$ cat config.mk
export PLATFORM = sky130hd
export DESIGN_NAME = octal_rr_arbiter
export DESIGN_NICKNAME = d
export VERILOG_FILES = /design/src/rtl/octal_rr_arbiter.sv
export SDC_FILE = /design/constraint.sdc
export NUM_CORES = 1
export LEC_CHECK = 0
export CAP_MARGIN = 30
export CORE_AREA = 2 2 70 72
export DETAILED_ROUTE_END_ITERATION = 10
export DIE_AREA = 0 0 72 74
export GPL_TIMING_DRIVEN = 1
export HOLD_SLACK_MARGIN = 0.02
export PLACE_DENSITY = 0.71
export SYNTH_ARGS = -nofsm -noshare
export SYNTH_HDL_FRONTEND = slang
export SYNTH_SLANG_ARGS = --single-unit
$ cat constraint.sdc
create_clock -name clk -period 6.3 [get_ports clk]
set_clock_uncertainty 0.2 [all_clocks]
set_input_delay 1.26 -clock clk [delete_from_list [all_inputs] [get_ports clk]]
set_output_delay 1.26 -clock clk [all_outputs]
set_load 0.02 [all_outputs]
$ cat src/rtl/octal_rr_arbiter.sv
// Round-robin arbiter for 8 requesters with registered binary and one-hot grant outputs.
// Each tenure ends on done, on the owner dropping its request, or after MAX_HOLD cycles.
module octal_rr_arbiter #(
    parameter int unsigned MAX_HOLD = 16
) (
    input  logic       clk,
    input  logic       rst,
    input  logic [7:0] req,
    input  logic       done,
    output logic       grant_valid,
    output logic [2:0] grant_idx,
    output logic [7:0] grant_onehot
);

    localparam int unsigned HW = (MAX_HOLD == 0) ? 1 : $clog2(MAX_HOLD + 1);

    typedef enum logic {
        IDLE,
        GRANT
    } state_e;

    state_e          state_q, state_d;
    logic [2:0]      ptr_q, ptr_d;
    logic [HW-1:0]   hold_cnt_q, hold_cnt_d;
    logic            grant_valid_q, grant_valid_d;
    logic [2:0]      grant_idx_q, grant_idx_d;
    logic [7:0]      grant_onehot_q, grant_onehot_d;

    logic [2:0]      winner;
    logic            any_req;
    logic            timeout;
    logic            release_grant;

    // Scan from the farthest offset down so the bit closest to ptr wins last.
    always_comb begin
        winner  = ptr_q;
        any_req = |req;
        for (int unsigned i = 8; i > 0; i--) begin
            if (req[ptr_q + 3'(i - 1)]) begin
                winner = ptr_q + 3'(i - 1);
            end
        end
    end

    always_comb begin
        timeout       = (MAX_HOLD != 0) && (hold_cnt_q == HW'(MAX_HOLD - 1));
        release_grant = done || !req[grant_idx_q] || timeout;
    end

    always_comb begin
        state_d        = state_q;
        ptr_d          = ptr_q;
        hold_cnt_d     = hold_cnt_q;
        grant_valid_d  = grant_valid_q;
        grant_idx_d    = grant_idx_q;
        grant_onehot_d = grant_onehot_q;
        case (state_q)
            IDLE: begin
                if (any_req) begin
                    state_d        = GRANT;
                    grant_valid_d  = 1'b1;
                    grant_idx_d    = winner;
                    grant_onehot_d = 8'b1 << winner;
                    hold_cnt_d     = '0;
                end
            end
            GRANT: begin
                if (release_grant) begin
                    state_d        = IDLE;
                    grant_valid_d  = 1'b0;
                    grant_onehot_d = '0;
                    ptr_d          = grant_idx_q + 3'd1;
                end else if (hold_cnt_q != '1) begin
                    hold_cnt_d = hold_cnt_q + 1'b1;
                end
            end
            default: begin
                state_d = IDLE;
            end
        endcase
    end

    always_ff @(posedge clk) begin
        if (rst) begin
            state_q        <= IDLE;
            ptr_q          <= '0;
            hold_cnt_q     <= '0;
            grant_valid_q  <= 1'b0;
            grant_idx_q    <= '0;
            grant_onehot_q <= '0;
        end else begin
            state_q        <= state_d;
            ptr_q          <= ptr_d;
            hold_cnt_q     <= hold_cnt_d;
            grant_valid_q  <= grant_valid_d;
            grant_idx_q    <= grant_idx_d;
            grant_onehot_q <= grant_onehot_d;
        end
    end

    assign grant_valid  = grant_valid_q;
    assign grant_idx    = grant_idx_q;
    assign grant_onehot = grant_onehot_q;

endmodule

==> results of run 1 <==
-- report_power, final --
group | total [mW] | internal (mW) | switching [mW] | leakage, nW
Clock | 0.0833 | 0.0448 | 0.0385 | 0.0228
Combinational | 0.301 | 0.144 | 0.157 | 0.549
Sequential | 0.179 | 0.150 | 0.0296 | 0.171
-- Yosys cell counts, drive strengths merged (2+ instances only) --
| master | n | area [um2] |
|---|---|---|
| dfxtp | 21 | 420 |
| mux2i | 15 | 150 |
| nor2 | 14 | 52.6 |
| a21oi | 12 | 63.8 |
| nor3 | 12 | 65.1 |
| mux4 | 9 | 206 |
| a32o | 8 | 85.1 |
| inv | 8 | 30.0 |
| mux2 | 7 | 82.6 |
| nand2 | 7 | 26.3 |
| clkbuf | 6 | 22.5 |
| ha | 6 | 75.1 |
| a211oi | 5 | 42.5 |
| buf | 5 | 30.0 |
| o21ai | 5 | 25.0 |
| a221oi | 4 | 41.3 |
| nand2b | 4 | 25.0 |
| nand3 | 4 | 20.0 |
| and3 | 3 | 23.8 |
| xor2 | 3 | 26.3 |
| nand3b | 2 | 15.0 |
| nor4 | 2 | 12.5 |
| o211ai | 2 | 15.0 |
| o31ai | 2 | 15.0 |
| xnor2 | 2 | 17.5 |
-- logic make-up (layout without fill, tap and decap cells) --
| group | Yosys count | count (layout) | share of synthesized area, % |
|---|---|---|---|
| simple gates | 56 | 56 | 17.6 |
| compound gates | 49 | 49 | 21.6 |
| mux | 31 | 31 | 25.2 |
| flops | 21 | 21 | 24.1 |
| buf+inv | 19 | 34 | 4.73 |
| fa+ha+maj | 6 | 6 | 4.30 |
| xor+xnor | 5 | 5 | 2.51 |
-- layer usage --
layer  vias to the layer above  GRT usage, %
met5                         -             0
met2                        44          24.7
met3                         2          1.08
met1                       708          21.0
met4                         0          4.82
li1                        760             -
-- sequential cells by signal (all words and copies together) (netlist names) --
| signal | flops |
|---|---|
| grant_valid | 1 |
| state_q | 1 |
| ptr_q | 3 |
| grant_idx | 3 |
| grant_onehot | 8 |
| hold_cnt_q | 5 |
-- how the worst max path moves through the flow --
stage	from	endpoint	cells past startpoint
2_1_floorplan	ptr_q[1]	grant_onehot[2]	11
3_3_place_gp	req[0]	grant_onehot[3]	8
3_5_place_dp	req[0]	grant_onehot[2]	8
4_1_cts	ptr_q[0]	grant_onehot[2]	9
5_1_grt	ptr_q[0]	grant_onehot[2]	9
6_report	ptr_q[0]	grant_onehot[2]	9
-- per-stage QoR --
| stage | utilization [%] | area (um2) |
|---|---|---|
| floorplan | - | 1750 |
| global placement | 43.1 | 1980 |
| detailed placement | 43.1 | 1980 |
| CTS | 44.1 | 2030 |
| global route | 44.1 | 2030 |
| finish | 44.1 | 2030 |
-- critical path, stage by stage (launching register included) --
cell	delay [ps]
dfxtp_1	870
inv_1	140
ha_1	630
mux4_2	630
and3_1	220
o311ai_1	250
a211oi_1	120
nor2_1	390
inv_1	170
a32o_2	290
-- area by class of cell --
cell class                 instances  area [um2]  share of cell area (%)
multi-input combinational        147        1240                    61.3
sequential                        21         420                    20.8
timing repair buffer              22         220                    10.9
tap                               54        67.6                    3.34
clock buffer                       4        45.0                    2.22
inverter                           8        30.0                    1.48
==> flow_summary.yaml, run 1 <==
layout:
  drive_gt1_share_pct: 15.3
  final_common_cell: "clkdlybuf4s50_1"
  syn2layout_area_growth_pct: 16.1
  instances_no_fill: 256
  final_cell_mix: "clkdlybuf4s50_1 (22), dfxtp_1 (21), mux2i_1 (15)"
  n_fill_cell: 462
  nets: 220
  antenna_cells: 0
setup_path:
  critPathMaxFanout: 20
  reg2reg_depth: 9
  r2r_start: "ptr_q[0]"
  critPathRequiredTime_ps: 6240
  cp-start-kind: "register"
  r2r-end: "grant_onehot[2]"
  critPathKind: "reg2reg"
  arrival_ps: 3940
  rrSetupSlack_ps: 2300
  end_kind: "register"
routing:
  wl_met1_mm: 1.85
  vias: 1514
  drtAntennaViolNets: 0
  wl_met2_mm: 1.87
  wl_per_cell_um: 15.2
  viasPerCell: 5.91
  drtIter0Drc: 132
  wl_met3_um: 162
  drt-total-wl_mm: 3.89
  drc: 0
  drt_pass1_iterations: 4
  highest_layer: "met4"
floorplanning:
  ioPinCount: 23
  die-width_um: 72
  row_count: 25
  dieArea_um2: 5330
  coreArea_um2: 4600
  die_h_um: 74
  start_util_pct: 38.0
clock_tree:
  htreeDepth: 1
  cts_tree: "yes"
  postCtsHoldBufs: 0
  post_cts_buffers: 0
  numCtsBuffers: 3
  clock-root-buffer: "clkbuf_8"
  clock_sinks: 21
  clk_latency_ps: 250
  clk_pin_slew_worst_paths_ps: 70
  clk_path_buf_depth: 2
  cts_resized: 0
logic_synthesis:
  ys_seq_elements: 21
  dominantRegCellSynth: "dfxtp_1"
  synth_area_um2: 1750
  synth_edf_count: 0
  synth_area_per_cell_um2: 9.33
  ys_seq_area_share_pct: 24.1
  synthesis.nets: 204
  yosysWarnings: 0
  synthCells: 187
  synth_cell_types: 54
  synthArstFlopShare_pct: 0
sta:
  setup_tns_ps: 0
  setup-violations-final: 0
  slew_viol_final: 0
  finalHoldViolations: 0
  fin_crit_ps: 4000
  tightestPinTransition_ps: 834
  rsz0062_at_grt: "no"
  whs_ps: 273
  layout_setup_ws_ps: 2300
  slew_headroom_pct: 44.4
  finalCritPeriodShare_pct: 63.5
  max_freq_mhz: 250
global_routing:
  grt_pass1_vias: 1393
  grt_max_degree: 21
  grt_pass1_wl_mm: 6.45
  grt_antenna_before_repair: 0
  track_usage_pct: 15.0
  overflow: 0
min_path:
  hold_path.class: "reg2reg"
  hold_end: "grant_onehot[1]"
  holdPathStages: 1
  min_from: "grant_onehot[1]"
placement:
  dp_hpwl_mm: 2.86
  io_buffers: 22
  dp_slack_ps: 2180
  placedCellCount: 252
  place.gp.congestion: 0.875
pwr:
  p_leak_nw: 0.743
  p_total_uw: 564
  powerDensity_nw_per_um2: 278
  peakVddDrop_uv: 149
outcome:
  status: "finished, final reports clean"
job:
  cap_violations: 0
Power figures use the tool's default switching activity.
==> run 2, diff against run 1 <==
--- a/config.mk
+++ b/config.mk
@@ -11,7 +11,7 @@
 export DIE_AREA = 0 0 72 74
 export GPL_TIMING_DRIVEN = 1
 export HOLD_SLACK_MARGIN = 0.02
-export PLACE_DENSITY = 0.71
+export PLACE_DENSITY = 0.73
 export SYNTH_ARGS = -nofsm -noshare
 export SYNTH_HDL_FRONTEND = slang
 export SYNTH_SLANG_ARGS = --single-unit
==> constraint.sdc (replaced) <==
create_clock -name clk -period 3.25 [get_ports clk]
set_clock_uncertainty 0.2 [all_clocks]
set_input_delay 0.65 -clock clk [delete_from_list [all_inputs] [get_ports clk]]
set_output_delay 0.65 -clock clk [all_outputs]
set_load 0.02 [all_outputs]
==> run 2 against run 1 <==
  * Worst hold slack got worse by 7.8 ps
  * Cell count increased by 9.4%
  * Die area unchanged
  * Sequential power increased by 82%
  * First-iteration DRC count decreased by 34%
  * Wire length increased by 8.1%
  * Global-route usage increased by 1.3 points
  * Critical endpoint is now grant_onehot[1]
  * Largest cell class unchanged
  * Largest power group unchanged
==> flow_summary.yaml, run 2 (synthesis gave the netlist of run 1 again) <==
outcome:
  status: "finished, final reports clean"
setup_path:
  critPathRequiredTime_ps: 3200
  rrSetupSlack_ps: 210
  r2r-end: "grant_onehot[1]"
  worst-path-buf-inv: 1
  r2r_start: "ptr_q[0]"
  end_kind: "register"
  critPathMaxFanout: 7
  cp_slowest_stage_delay_ps: 580
  cpMostUsedCell: "mux2i_1"
  reg2reg_depth: 9
  critPathKind: "in2reg"
  worstPathCellList: "clkdlybuf4s50_1 > mux4_2 > mux2i_1 > mux2i_1 > a2bb2oi_1 > a221oi_2 > nor3b_2 > a32o_1"
  cp_num_cells: 8
  cp-start-kind: "input port"
  worst_path_max_delay_cell: "mux4_2"
  arrival_ps: 3060
  path_delay_family: "multiplexers"
floorplanning:
  start_util_pct: 38.0
  coreArea_um2: 4600
  die_h_um: 74
  dieArea_um2: 5330
  die-width_um: 72
  ioPinCount: 23
  row_count: 25
sta:
  layout_setup_ws_ps: 144
  rsz0062_at_grt: "no"
  tightestPinTransition_ps: 835
  finalHoldViolations: 0
  slew_viol_final: 0
  setup_tns_ps: 0
  finalCritPeriodShare_pct: 95.6
  max_freq_mhz: 322
  whs_ps: 265
  setup-violations-final: 0
  fin_crit_ps: 3110
  slew_headroom_pct: 43.9
layout:
  largest_reg_flops: 8
  antenna_cells: 0
  nets: 244
  stdcell_area_um2: 2210
  n_fill_cell: 440
  final_common_cell: "buf_4"
  instances_no_fill: 280
  final_cell_mix: "buf_4 (24), clkdlybuf4s50_1 (22), dfxtp_1 (21)"
  drive_gt1_share_pct: 24.3
  syn2layout_area_growth_pct: 26.4
  post-route-util_pct: 48.0
clock_tree:
  cts_tree: "yes"
  htreeDepth: 1
  clock-root-buffer: "clkbuf_8"
  clk_path_buf_depth: 2
  clk_latency_ps: 260
  clock_sinks: 21
  postCtsHoldBufs: 0
  cts_resized: 0
  numCtsBuffers: 3
  post_cts_buffers: 0
  clk_pin_slew_worst_paths_ps: 70
routing:
  drtAntennaViolNets: 0
  vias: 1640
  viasPerCell: 5.86
  drtIter0Drc: 87
  drc: 0
  wl_per_cell_um: 15.0
  drt-total-wl_mm: 4.20
  drt_pass1_iterations: 4
pwr:
  powerDensity_nw_per_um2: 530
  seqPwrFrac_pct: 27.9
  switchingPower_uw: 460
  sw_frac_of_total_pct: 39.3
  clkPwrFrac_pct: 14.3
  comb_power_share_pct: 57.8
  p_leak_nw: 0.860
  peakVddDrop_uv: 319
  p_total_mw: 1.17
  p_int_uw: 709
placement:
  place.gp.congestion: 0.831
  io_buffers: 22
  placedCellCount: 276
  dp_hpwl_mm: 3.25
  dpl-instance-area_um2: 2160
  dp_slack_ps: -124
min_path:
  hold_end: "grant_onehot[4]"
  min_from: "grant_onehot[4]"
  holdPathStages: 1
  hold_path.class: "reg2reg"
global_routing:
  grt_max_degree: 20
  grt_pass1_wl_mm: 7.02
  track_usage_pct: 16.2
  overflow: 0
  grt_pass1_vias: 1513
  grt_antenna_before_repair: 0
job:
  cap_violations: 0
## run 2: cell count changes in the layout (fill, tap and decap cells not counted), sizes merged
cell  delta
buf     +24
## run 2: how the worst max path moves through the flow
stage	startpoint	endpoint	slack (ps)
finish	req[0]	grant_onehot[1]	140
global route	req[0]	grant_onehot[5]	20
CTS	req[0]	grant_onehot[1]	140
detailed placement	req[0]	grant_onehot[1]	-120
global placement	req[0]	grant_onehot[5]	-60
floorplan	ptr_q[1]	grant_onehot[2]	40
## run 2: power groups by stage
stage | Sequential (mW) | Clock, mW | Combinational [mW]
3_5_place_dp | 0.333 | 0 | 0.670
5_1_grt | 0.331 | 0.182 | 0.729
6_report | 0.326 | 0.167 | 0.676
4_1_cts | 0.327 | 0.170 | 0.673
2_1_floorplan | 0.346 | 0 | 0.443
3_3_place_gp | 0.332 | 0 | 0.659
## run 2: worst reg2reg max path, cell delays in order, from the launching register on
cell	delay, ps
dfxtp_1	330
inv_1	60
ha_1	430
mux4_2	610
mux2i_1	280
mux2i_1	120
a2bb2oi_1	150
a221oi_2	360
nor3b_2	120
a32o_1	280
## run 2: area by class of cell
cell class                      count  area [um2]  area share [%]
Multi-Input combinational cell    147        1240            56.3
Sequential cell                    21         420            19.1
Clock buffer                        4        45.0            2.04
Tap cell                           54        67.6            3.06
Inverter                            8        30.0            1.36
Timing Repair Buffer               46         400            18.2
## run 2: per-layer routing
metal  global-route usage (%)  part of all wire [%]  vias up  wire length, um
li1                         -                     -      813                -
met1                     22.5                    48      782             2010
met4                     4.40                   1.0        0               44
met5                        0                     0        -                0
met3                    0.407                   2.4        5              100
met2                     28.2                    49       40             2050
==> run 3, diff against run 2 <==
--- a/config.mk
+++ b/config.mk
@@ -7,10 +7,12 @@
 export LEC_CHECK = 0
 export CAP_MARGIN = 30
 export CORE_AREA = 2 2 70 72
+export CTS_CLUSTER_SIZE = 20
 export DETAILED_ROUTE_END_ITERATION = 10
 export DIE_AREA = 0 0 72 74
 export GPL_TIMING_DRIVEN = 1
 export HOLD_SLACK_MARGIN = 0.02
+export MAX_ROUTING_LAYER = met4
 export PLACE_DENSITY = 0.73
 export SYNTH_ARGS = -nofsm -noshare
 export SYNTH_HDL_FRONTEND = slang
==> run 3 against run 2 <==
  * Core utilization is the same
  * Wire length increased by 0.43%
  * Flip-flop and latch count is the same
  * Critical endpoint unchanged
  * Highest routed layer unchanged
==> flow_summary.yaml, run 3 (synthesis gave the netlist of run 1 again) <==
outcome:
  status: "finished, final reports clean"
layout:
  largest_reg_flops: 8
  syn2layout_area_growth_pct: 26.4
  final_cell_mix: "buf_4 (24), clkdlybuf4s50_1 (22), dfxtp_1 (21)"
  n_fill_cell: 440
  drive_gt1_share_pct: 24.3
  antenna_cells: 0
  final_common_cell: "buf_4"
  nets: 244
floorplanning:
  dieArea_um2: 5330
  die_h_um: 74
  ioPinCount: 23
  start_util_pct: 38.0
  die-width_um: 72
  row_count: 25
  coreArea_um2: 4600
placement:
  io_buffers: 22
  dp_hpwl_mm: 3.25
  place.gp.congestion: 0.844
  dp_slack_ps: -124
global_routing:
  grt_pass1_wl_mm: 7.01
  track_usage_pct: 16.8
  grt_max_degree: 20
  grt_pass1_vias: 1516
  overflow: 0
  grt_antenna_before_repair: 0
clock_tree:
  clock_sinks: 21
  cts_tree: "yes"
  postCtsHoldBufs: 0
  numCtsBuffers: 3
  clock-root-buffer: "clkbuf_8"
  cts_resized: 0
  clk_pin_slew_worst_paths_ps: 70
  clk_latency_ps: 260
  clk_path_buf_depth: 2
  post_cts_buffers: 0
  htreeDepth: 1
sta:
  finalHoldViolations: 0
  finalCritPeriodShare_pct: 95.7
  setup-violations-final: 0
  fin_crit_ps: 3110
  max_freq_mhz: 322
  tightestPinTransition_ps: 839
  slew_viol_final: 0
  slew_headroom_pct: 43.6
  layout_setup_ws_ps: 140
  rsz0062_at_grt: "no"
routing:
  drc: 0
  drt-total-wl_mm: 4.22
  drt_pass1_iterations: 4
  drtAntennaViolNets: 0
  vias: 1633
  wl_per_cell_um: 15.1
  drtIter0Drc: 99
  viasPerCell: 5.83
setup_path:
  end_kind: "register"
  r2r-end: "grant_onehot[1]"
  worst_path_max_delay_cell: "mux4_2"
  cp-start-kind: "input port"
  r2r_start: "ptr_q[0]"
  critPathMaxFanout: 7
  crit_start: "req[0]"
  arrival_ps: 3060
  critPathRequiredTime_ps: 3200
  critPathKind: "in2reg"
  crit_path_end: "grant_onehot[1]"
  cp_slowest_stage_delay_ps: 580
  rrSetupSlack_ps: 210
  reg2reg_depth: 9
  cpMostUsedCell: "mux2i_1"
  worstPathCellList: "clkdlybuf4s50_1 > mux4_2 > mux2i_1 > mux2i_1 > a2bb2oi_1 > a221oi_2 > nor3b_2 > a32o_1"
min_path:
  hold_path.class: "reg2reg"
  min_from: "grant_onehot[4]"
  holdPathStages: 1
pwr:
  comb_power_share_pct: 57.9
  seqPwrFrac_pct: 27.9
  switchingPower_uw: 460
  sw_frac_of_total_pct: 39.3
  peakVddDrop_uv: 319
  clkPwrFrac_pct: 14.2
  p_total_mw: 1.17
  p_leak_nw: 0.860
  powerDensity_nw_per_um2: 530
  p_int_uw: 709
job:
  cap_violations: 0
run 3: cell type report:
cell class                      instances  area, um2  share of cell area, %
Clock buffer                            4       45.0                   2.04
Inverter                                8       30.0                   1.36
Multi-Input combinational cell        147       1240                   56.3
Tap cell                               54       67.6                   3.06
Timing Repair Buffer                   46        400                   18.2
Sequential cell                        21        420                   19.1
run 3: power groups by stage:
stage	logic, mW	registers (mW)	clock network, mW
floorplan	0.443	0.346	0
global placement	0.659	0.332	0
detailed placement	0.670	0.333	0
CTS	0.673	0.327	0.170
global route	0.729	0.331	0.182
finish	0.677	0.326	0.166
run 3: per-stage QoR:
stage               util (%)  TNS, ps  instance area [um2]  hold slack (ps)  cells
global route            48.0        0                 2210              290    280
CTS                     48.0        0                 2210              270    280
floorplan                  -        0                 1750              263    187
finish                  48.0        0                 2210              265    280
detailed placement      47.0     -854                 2160              253    276
global placement        47.0     -421                 2160              260    276
run 3: critical path: cells and delay by family:
| kind | cells | cell delay, ps |
|---|---|---|
| multiplexers | 3 | 970 |
| AO/OA/AOI/OAI | 3 | 790 |
| AND/OR/NAND/NOR | 1 | 120 |
| buffers and inverters | 1 | 520 |
run 3: per-layer routing:
metal  track usage [%]  part of all wire (%)  vias up
met5                 -                     0        -
li1                  -                     -      811
met4              4.40                   1.0        0
met2              28.2                    49       36
met3             0.407                   1.8        5
met1              22.5                    48      781
run 3: how the worst min path moves through the flow:
stage / endpoint / slack, ps
2_1_floorplan: hold_cnt_q[4] / 260
3_3_place_gp: grant_onehot[1] / 260
3_5_place_dp: grant_onehot[4] / 250
4_1_cts: grant_onehot[4] / 270
5_1_grt: grant_onehot[1] / 290
6_report: grant_onehot[4] / 260
